`src/rtl/ram_arb_pkg.sv`:
```
// ram_arb_pkg: shared widths, requester id and tag types for the two-port RAM arbiter
package ram_arb_pkg;
    localparam int ADDR_W_DEF = 5;
    localparam int DATA_W_DEF = 8;
    localparam int RD_LAT_MIN = 1;
    localparam int RD_LAT_MAX = 2;
    typedef logic req_id_t;
    typedef struct packed {
        logic    valid;
        logic    is_read;
        req_id_t id;
    } tag_t;
endpackage

```
`src/rtl/rr_arb2.sv`:
```
// rr_arb2: two-way round-robin picker with registered last grant (resets to requester 1 so requester 0 wins first)
module rr_arb2 (
    input  logic clk,
    input  logic rst,
    input  logic v0,
    input  logic v1,
    output logic g0,
    output logic g1
);
    logic last;
    // grant the lone requester, or the one that did not win last time
    always_comb begin
        g0 = v0 & (~v1 | last);
        g1 = v1 & (~v0 | ~last);
    end
    // remember the winner only when something was granted
    always_ff @(posedge clk or posedge rst) begin
        if (rst) last <= 1'b1;
        else if (g0 | g1) last <= g1;
    end
endmodule

```
`src/rtl/ram_arb2.sv`:
```
// ram_arb2: round-robin sharing of one single-port RAM by two requesters; define RAM_ARB_WR_ACK_EN to acknowledge writes
module ram_arb2
    import ram_arb_pkg::*;
#(
    parameter int ADDR_W = ADDR_W_DEF,
    parameter int DATA_W = DATA_W_DEF,
    parameter int RD_LAT = 1
) (
    input  logic              sys_clk,
    input  logic              sys_rst,
    input  logic              req0_valid,
    output logic              req0_ready,
    input  logic              req0_we,
    input  logic [ADDR_W-1:0] req0_addr,
    input  logic [DATA_W-1:0] req0_wdata,
    output logic              rsp0_valid,
    output logic [DATA_W-1:0] rsp0_rdata,
    input  logic              req1_valid,
    output logic              req1_ready,
    input  logic              req1_we,
    input  logic [ADDR_W-1:0] req1_addr,
    input  logic [DATA_W-1:0] req1_wdata,
    output logic              rsp1_valid,
    output logic [DATA_W-1:0] rsp1_rdata,
    output logic              ram_en,
    output logic              ram_we,
    output logic [ADDR_W-1:0] ram_addr,
    output logic [DATA_W-1:0] ram_wdata,
    input  logic [DATA_W-1:0] ram_rdata
);
    if (RD_LAT < RD_LAT_MIN || RD_LAT > RD_LAT_MAX) begin : g_bad_lat
        $error("ram_arb2: RD_LAT must be 1 or 2");
    end
    logic g0, g1, acc, sel_we, fire, hit0, hit1;
    tag_t pipe [RD_LAT+1];
    tag_t t;
    rr_arb2 u_arb (
        .clk(sys_clk),
        .rst(sys_rst),
        .v0(req0_valid),
        .v1(req1_valid),
        .g0(g0),
        .g1(g1)
    );
    // acceptance, selected write flag and response steering from the oldest tag
    always_comb begin
        req0_ready = g0;
        req1_ready = g1;
        acc = g0 | g1;
        sel_we = g1 ? req1_we : req0_we;
        t = pipe[RD_LAT];
`ifdef RAM_ARB_WR_ACK_EN
        fire = t.valid;
`else
        fire = t.valid & t.is_read;
`endif
        hit0 = fire & ~t.id;
        hit1 = fire & t.id;
    end
    // register the granted access onto the RAM port one cycle after acceptance
    always_ff @(posedge sys_clk or posedge sys_rst) begin
        if (sys_rst) begin
            ram_en <= 1'b0;
            ram_we <= 1'b0;
            ram_addr <= '0;
            ram_wdata <= '0;
        end else begin
            ram_en <= acc;
            ram_we <= acc & sel_we;
            if (acc) ram_addr <= g1 ? req1_addr : req0_addr;
            if (acc) ram_wdata <= g1 ? req1_wdata : req0_wdata;
        end
    end
    // tag pipeline aligned so the last stage meets the RAM read data
    always_ff @(posedge sys_clk or posedge sys_rst) begin
        if (sys_rst) begin
            for (int i = 0; i <= RD_LAT; i++) pipe[i] <= '0;
        end else begin
            pipe[0] <= '{valid: acc, is_read: ~sel_we, id: g1};
            for (int i = 1; i <= RD_LAT; i++) pipe[i] <= pipe[i-1];
        end
    end
    // one-cycle response pulse; data holds until the next response to that requester
    always_ff @(posedge sys_clk or posedge sys_rst) begin
        if (sys_rst) begin
            rsp0_valid <= 1'b0;
            rsp1_valid <= 1'b0;
            rsp0_rdata <= '0;
            rsp1_rdata <= '0;
        end else begin
            rsp0_valid <= hit0;
            rsp1_valid <= hit1;
            if (hit0) rsp0_rdata <= t.is_read ? ram_rdata : '0;
            if (hit1) rsp1_rdata <= t.is_read ? ram_rdata : '0;
        end
    end
endmodule
```
`config.mk`:
```
export PLATFORM = sky130hd
export DESIGN_NAME = ram_arb2
export DESIGN_NICKNAME = d
export VERILOG_FILES = /design/src/rtl/ram_arb_pkg.sv /design/src/rtl/rr_arb2.sv /design/src/rtl/ram_arb2.sv
export SDC_FILE = /design/constraint.sdc
export NUM_CORES = 1
export LEC_CHECK = 0
export CAP_MARGIN = 20
export CORE_MARGIN = 4
export CORE_UTILIZATION = 39
export CTS_CLUSTER_DIAMETER = 100
export DETAILED_ROUTE_END_ITERATION = 7
export PLACE_DENSITY = 0.75
export SLEW_MARGIN = 10
export SYNTH_ARGS = -nofsm -noshare
export SYNTH_HDL_FRONTEND = slang
export SYNTH_SLANG_ARGS = --single-unit
```
`constraint.sdc`:
```
create_clock -name sys_clk -period 1.7 [get_ports sys_clk]
set_input_delay 0.425 -clock sys_clk [delete_from_list [all_inputs] [get_ports sys_clk]]
set_output_delay 0.425 -clock sys_clk [all_outputs]
set_load 0.005 [all_outputs]
```
==> results.sh <==
export IMPL_status="finished clean"
export IMPL_reg2reg_slack_ns=0.43
export IMPL_drt_iter0_markers=26
export IMPL_cts_tree="built"
export IMPL_final_hold_viol_count=0
export IMPL_path_clk_slew_ns=0.07
export IMPL_total_power_mw=2.69
export IMPL_avgViaCountPerCell=5.12
export IMPL_core_rowCount=23
export IMPL_htreeDepth=2
export IMPL_fillers=304
export IMPL_period_minus_slack_ns=1.64
export IMPL_final_nets=250
export IMPL_io_pins=75
export IMPL_fp_dieH_um=74.7
export IMPL_max_cap_violations=0
export IMPL_utilization_pct=64.4
export IMPL_power_density_nw_per_um2=1010
export IMPL_finalMaxSlewViolations=0
export IMPL_antenna_found_initial=0
export IMPL_final_layout_size_suffix_gt1_share_pct=17.1
export IMPL_place_congestion=0.746
export IMPL_path_max_fanout=3
export IMPL_p_leak_nw=1.10
export IMPL_grt_pass1_wl_um=6570
export IMPL_hold_class="flip-flop to flip-flop"
export IMPL_die_area_um2=5580
export IMPL_whs_path_depth=0
export IMPL_cts_buffers=5
export IMPL_cts_root_buffer="clkbuf_8"
export IMPL_required_ns=1.27
export IMPL_synth_cells=127
export IMPL_ant_nets=0
export IMPL_crit_chain="nor2b_4 -> nor2_2 -> clkdlybuf4s15_1"
export IMPL_crit_path_max_incr_delay_ns=0.57
export IMPL_worstSetupPathType="flip-flop to primary output"
export IMPL_ys_warn_count=0
export IMPL_vias=1336
export IMPL_ys_ff_latch=39
export IMPL_hold_end="pipe[0]"
export IMPL_end_kind="primary output"
export IMPL_max_freq_ghz=0.609
export IMPL_cts_buffer_depth=2
export IMPL_clk_latency_ns=0.28
export IMPL_cts_hold_buf=0
export IMPL_holdCritStartpoint="pipe[3]"
export IMPL_n_antenna_cell=0
export IMPL_routed_wirelength_um=4070
export IMPL_syn_nets=167
export IMPL_placed_cells=253
export IMPL_clkSinkCount=39
export IMPL_peakVddDrop_uv=558
export IMPL_timing_rr_start="u_arb.last"
export IMPL_cp_slowest_cell="dfstp_2"
export IMPL_setup_violations_final=0
export IMPL_synthDistinctLibCells=23
export IMPL_area_delta_synth_final_pct=54.0
export IMPL_critical_path_startpoint_type="flip-flop"
export IMPL_path_delay_family="flip-flops"
export IMPL_overflow=0
export IMPL_start_util_pct=41.8
export IMPL_die_x_um=74.7
export IMPL_dr_pass1_iters=4
export IMPL_grtUsageTotal_pct=15.7
export IMPL_finClkSkew_ns=0.00441
export IMPL_final_cells=261
export IMPL_seq_area_frac_synth_pct=56.3
export IMPL_reg2regPathDepth=4
export IMPL_rsz0062_at_grt="false"
export IMPL_avgSynthCellArea_um2=13.7
export IMPL_core_area_um2=4140
export IMPL_cp_buffers_inverters=1
export IMPL_grt_max_degree=40
export IMPL_drc_errors=0
export IMPL_synth_area_um2=1730
export IMPL_tightest_slew_ns=0.338
export IMPL_arrival_ns=1.22
export IMPL_wl_per_cell_um=15.6
export IMPL_io_buffers=74
export IMPL_period_share_pct=96.6
export IMPL_worstReg2RegEnd="ram_addr[4]"
export IMPL_grt_pass1_vias=1446
export IMPL_dp_hpwl_um=3100
export IMPL_relSlewSlack_pct=77.5
==> through the flow <==
| stage | setup TNS, ns | hold WS (ns) | setup slack (ns) | area (um^2) |
|---|---|---|---|---|
| after global placement | -0.769 | 0.334 | -0.371 | 2550 |
| after floorplan | 0 | 0.331 | 0.387 | 1730 |
| after detailed placement | -1.55 | 0.341 | -0.436 | 2550 |
| final | 0 | 0.357 | 0.0571 | 2670 |
| after global routing | 0 | 0.372 | 0.00686 | 2670 |
| after CTS | 0 | 0.358 | 0.0145 | 2670 |
==> repair_timing <==
item	4_1_cts	5_1_grt
resized for setup	7	2
setup endpoints to repair	2	2
setup buffers	0	0
==> cells in the final DEF, fill, tap and decap left out <==
cell / synthesis / final
clkdlybuf4s50_1: 0 / 70
dfrtp_1: 38 / 38
mux2_1: 16 / 16
o21ai_0: 13 / 13
a21oi_1: 11 / 11
o32ai_2: 9 / 9
nand2b_1: 8 / 8
buf_4: 4 / 7
clkbuf_8: 0 / 6
or2b_1: 5 / 5
o32ai_1: 4 / 4
inv_1: 3 / 3
a21oi_2: 2 / 2
dlygate4sd2_1: 0 / 2
or2_1: 1 / 1
inv_2: 1 / 1
nor2b_4: 1 / 1
nand3_2: 1 / 1
a21boi_2: 1 / 1
mux2i_1: 1 / 1
nand3b_4: 1 / 1
nor2_2: 0 / 1
a22o_1: 1 / 1
a21o_1: 1 / 1
bufinv_16: 0 / 1
clkinv_2: 0 / 1
clkdlybuf4s15_1: 0 / 1
clkbuf_2: 0 / 1
buf_6: 3 / 1
buf_12: 0 / 1
dfstp_2: 1 / 1
==> state kept, by name, summed over array words and instances (netlist names) <==
register and count:
pipe 6, ram_addr 5, ram_wdata 8, ram_we 1
rsp0_rdata 8, rsp0_valid 1, rsp1_rdata 8, rsp1_valid 1
u_arb.last 1
==> cell type report <==
type	instances	area (um^2)	area share (%)
clock inverters	2	35.0	1.31
clock buffers	6	82.6	3.09
repair buffers	83	817	30.6
inverters	4	15.0	0.562
flip-flops and latches	39	977	36.6
well taps	50	62.6	2.34
multi-input cells	77	681	25.5
==> cells in the mapped netlist <==
cell type | n | share of area [%]
buf_4 | 4 | 1.7
or2_1 | 1 | 0.36
a22o_1 | 1 | 0.51
a21o_1 | 1 | 0.43
a21boi_2 | 1 | 0.65
nand2b_1 | 8 | 2.9
o32ai_2 | 9 | 8.4
inv_1 | 3 | 0.65
mux2i_1 | 1 | 0.58
nor2b_4 | 1 | 0.79
a21oi_2 | 2 | 1.0
o21ai_0 | 13 | 3.8
inv_2 | 1 | 0.22
buf_6 | 3 | 1.9
or2b_1 | 5 | 2.2
dfstp_2 | 1 | 1.5
nand3_2 | 1 | 0.58
mux2_1 | 16 | 10
o32ai_1 | 4 | 2.0
dfrtp_1 | 38 | 55
nand3b_4 | 1 | 1.2
nor2_1 | 1 | 0.22
a21oi_1 | 11 | 3.2
==> worst max path at each step <==
stage | startpoint | to | slack, ns | cells after the start
floorplan | sys_rst | pipe[0] | 0.39 | 1
global placement | req1_valid | req0_ready | -0.37 | 4
detailed placement | req1_valid | req0_ready | -0.44 | 4
CTS | u_arb.last | req1_ready | 0.01 | 3
global route | u_arb.last | req0_ready | 0.007 | 3
finish | u_arb.last | req0_ready | 0.06 | 3
==> report_power, final <==
part           internal, mW  switching, mW
registers              1.09         0.0841
clock network         0.475          0.305
logic                 0.478          0.255
total                  2.04          0.645
==> layer usage <==
layer / routed length (um) / global-route usage [%] / vias to the layer above
li1: - / - / 631
met1: 1680 / 18.7 / 636
met2: 1990 / 26.6 / 65
met3: 376 / 6.28 / 4
met4: 25 / 3.95 / 0
met5: 0 / 0 / -
==> logic make-up after synthesis <==
group | synth area share (%)
AO/OA/AOI/OAI | 20.0
buffers and inverters | 4.55
flip-flops | 56.3
multiplexers | 11.0
AND/OR/NAND/NOR | 8.15
Power figures use the tool's default switching activity.
==> patch, RTL diff (same settings) <==
Add a define of `RAM_ARB_WR_ACK_EN`.
--- a/src/rtl/ram_arb2.sv
+++ b/src/rtl/ram_arb2.sv
@@ -1,4 +1,6 @@
 // ram_arb2: round-robin sharing of one single-port RAM by two requesters; define RAM_ARB_WR_ACK_EN to acknowledge writes
+`define RAM_ARB_WR_ACK_EN
+
 module ram_arb2
     import ram_arb_pkg::*;
 #(
Function: changed (Yosys sat finds a counterexample within 4 cycles, from zero or initial values and one cycle with sys_rst high).
==> patch against the original RTL <==
Combinational power decreased by 15%; sequential cell count unchanged; critical endpoint unchanged; global-route usage increased by 0.74 points; area after synthesis decreased by 1.4%; utilization decreased by 0.67 points; worst setup slack improved by 0.012 ns; design area decreased by 1.7%; routed wire length decreased by 0.52%; synthesized cell count increased by 22%; count of clock-buffer cells in the layout unchanged; die area decreased by 1.3%; total power decreased by 12%; clock skew decreased by 0.0016 ns; first-iteration DRC count increased by 130%.
==> patch: results (changes against the original RTL) <==
* Status: completed
* Pin count of the biggest net entering global routing at 40 (unchanged)
* Share of cells above drive strength 1 at 14.3% (-2.7 points)
* Top Registers: ram_wdata x8, rsp0_rdata x8, rsp1_rdata x8
* Resized cells post-CTS at 9 (+2)
* Met3 wire len at 429 um (+14%)
* Wire per inst at 14.1 um (-9.5%)
* H-tree levels at 2 (unchanged)
* Post-synth top cells: dfrtp_1, nand2_1, o21ai_0, a21oi_1, nand2b_1
* Initial antenna violation count at 0 (unchanged)
* Starting DRT DRC Count at 59 (+130%)
* Syn Nets at 195 (+17%)
* Largest cells by area after synthesis: dfrtp_1, o32ai_2, o21ai_0, nand2_1, a21oi_1
* Placer Congestion at 0.777 (+4.2%)
* Global-route wire length before repair at 6960 um (+5.9%)
* Router iterations before antenna repair at 4 (unchanged)
* HPWL after DPL at 2990 um (-3.5%)
* Worst reg2reg path depth at 5 (+1)
* Layout Cells excl Fill at 287 (+10%)
* CTS Buf Count at 5 (unchanged)
* Vias in the first global route at 1602 (+11%)
* Skew final at 0.00276 ns (-0.00164 ns)
* Setup bufs post-CTS at 3 (+3)
* Critical path fanouts, max at 2 (-1)
* Register area share after synthesis at 57.2% (+0.83 points)
* Post-DP Area at 2510 um^2 (-1.5%)
* Met3 GRT Util at 6.62% (+0.35 points)
* Relative slew slack at 62.4% (-15 points)
* Synth cell types at 23 (unchanged)
* Number of port buffers at 74 (unchanged)
* WL met2 at 1890 um (-4.8%)
* Met1 Wirelength at 1680 um (-0.18%)
* M2 GR Usage at 29.8% (+3.2 points)
* Clock Latency Late Sink at 0.28 ns (about the same)
* VDD IR-drop max at 496 uV (-11%)
* Arr. time, crit path at 1.21 ns
* Number of diodes at 0 (unchanged)
* Hold slack final at 0.348 ns (-0.00850 ns)
* Cells after synthesis at 155 (+22%)
* Switching share of power at 25.7% (+1.6 points)
* Inst Count DP at 277 (+9.5%)
* Clk slew on worst S/H paths at 0.07 ns (about the same)
* Leak at 1.10 nW (about the same)
* HP Class: reg2reg
* Number of vias per cell at 5.04 (-1.6%)
* Clock buffer depth at 2 (unchanged)
* Warning count from the yosys run at 0 (unchanged)
* GRT Overall Usage at 16.4% (+0.74 points)
* Max layer used: met4
* Hold depth at 0 (unchanged)
* Post-synth ARST share at 100% (unchanged)
* Met1 Track Usage GR at 17.5% (-1.2 points)
* DP Worst Slack at -0.422 ns (+0.0142 ns)
* Root Driver: clkbuf_8
patch: cell types whose count changed in the layout (fill, tap and decap cells not counted), moves of 2 or more:
| cell | before | now |
|---|---|---|
| a21oi_2 | 2 | 0 |
| nand2b_1 | 8 | 10 |
| nand2_1 | 0 | 25 |
| mux2_1 | 16 | 0 |
| o21ai_1 | 0 | 8 |
| a21oi_1 | 11 | 13 |
| buf_4 | 7 | 10 |
| o21ai_0 | 13 | 21 |
patch: cells by family after synthesis:
kind of cell | share of synthesized area [%]
AOI/OAI and AO/OA | 24.5
buffers and inverters | 5.42
and+or+nand+nor | 12.3
muxes | 0.586
DFF | 57.2
patch: worst max-delay path, stage by stage, from the launching register on:
cell and delay [ns]:
dfstp_2 0.55, buf_4 0.12, nor2b_4 0.04, nor2_2 0.09, buf_2 0.13
patch: worst paths after layout:
check | endpoint | start | slack (ns)
max reg2reg | ram_wdata[7] | u_arb.last | 0.34
max | req0_ready | u_arb.last | 0.07
min | pipe[0] | pipe[3] | 0.35
min reg2reg | pipe[0] | pipe[3] | 0.35
min in group asynchronous | ram_wdata[5] | sys_rst | 0.49
max in group asynchronous | u_arb.last | sys_rst | 0.95
patch: final cells by class:
| type | instances | area [um^2] |
|---|---|---|
| clock buffers | 6 | 82.6 |
| well taps | 50 | 62.6 |
| repair buffers | 86 | 840 |
| inverters | 4 | 15.0 |
| flip-flops and latches | 39 | 977 |
| clock inverters | 1 | 5.00 |
| multi-input cells | 101 | 642 |
| fillers | 355 | 1490 |
patch: power by group through the flow:
stage | sequential [mW] | combinational, mW | clock (mW)
after global placement | 1.13 | 0.604 | 0
after global routing | 1.13 | 0.689 | 0.683
final | 1.11 | 0.626 | 0.615
after CTS | 1.11 | 0.635 | 0.635
after floorplan | 1.13 | 0.239 | 0
after detailed placement | 1.13 | 0.618 | 0
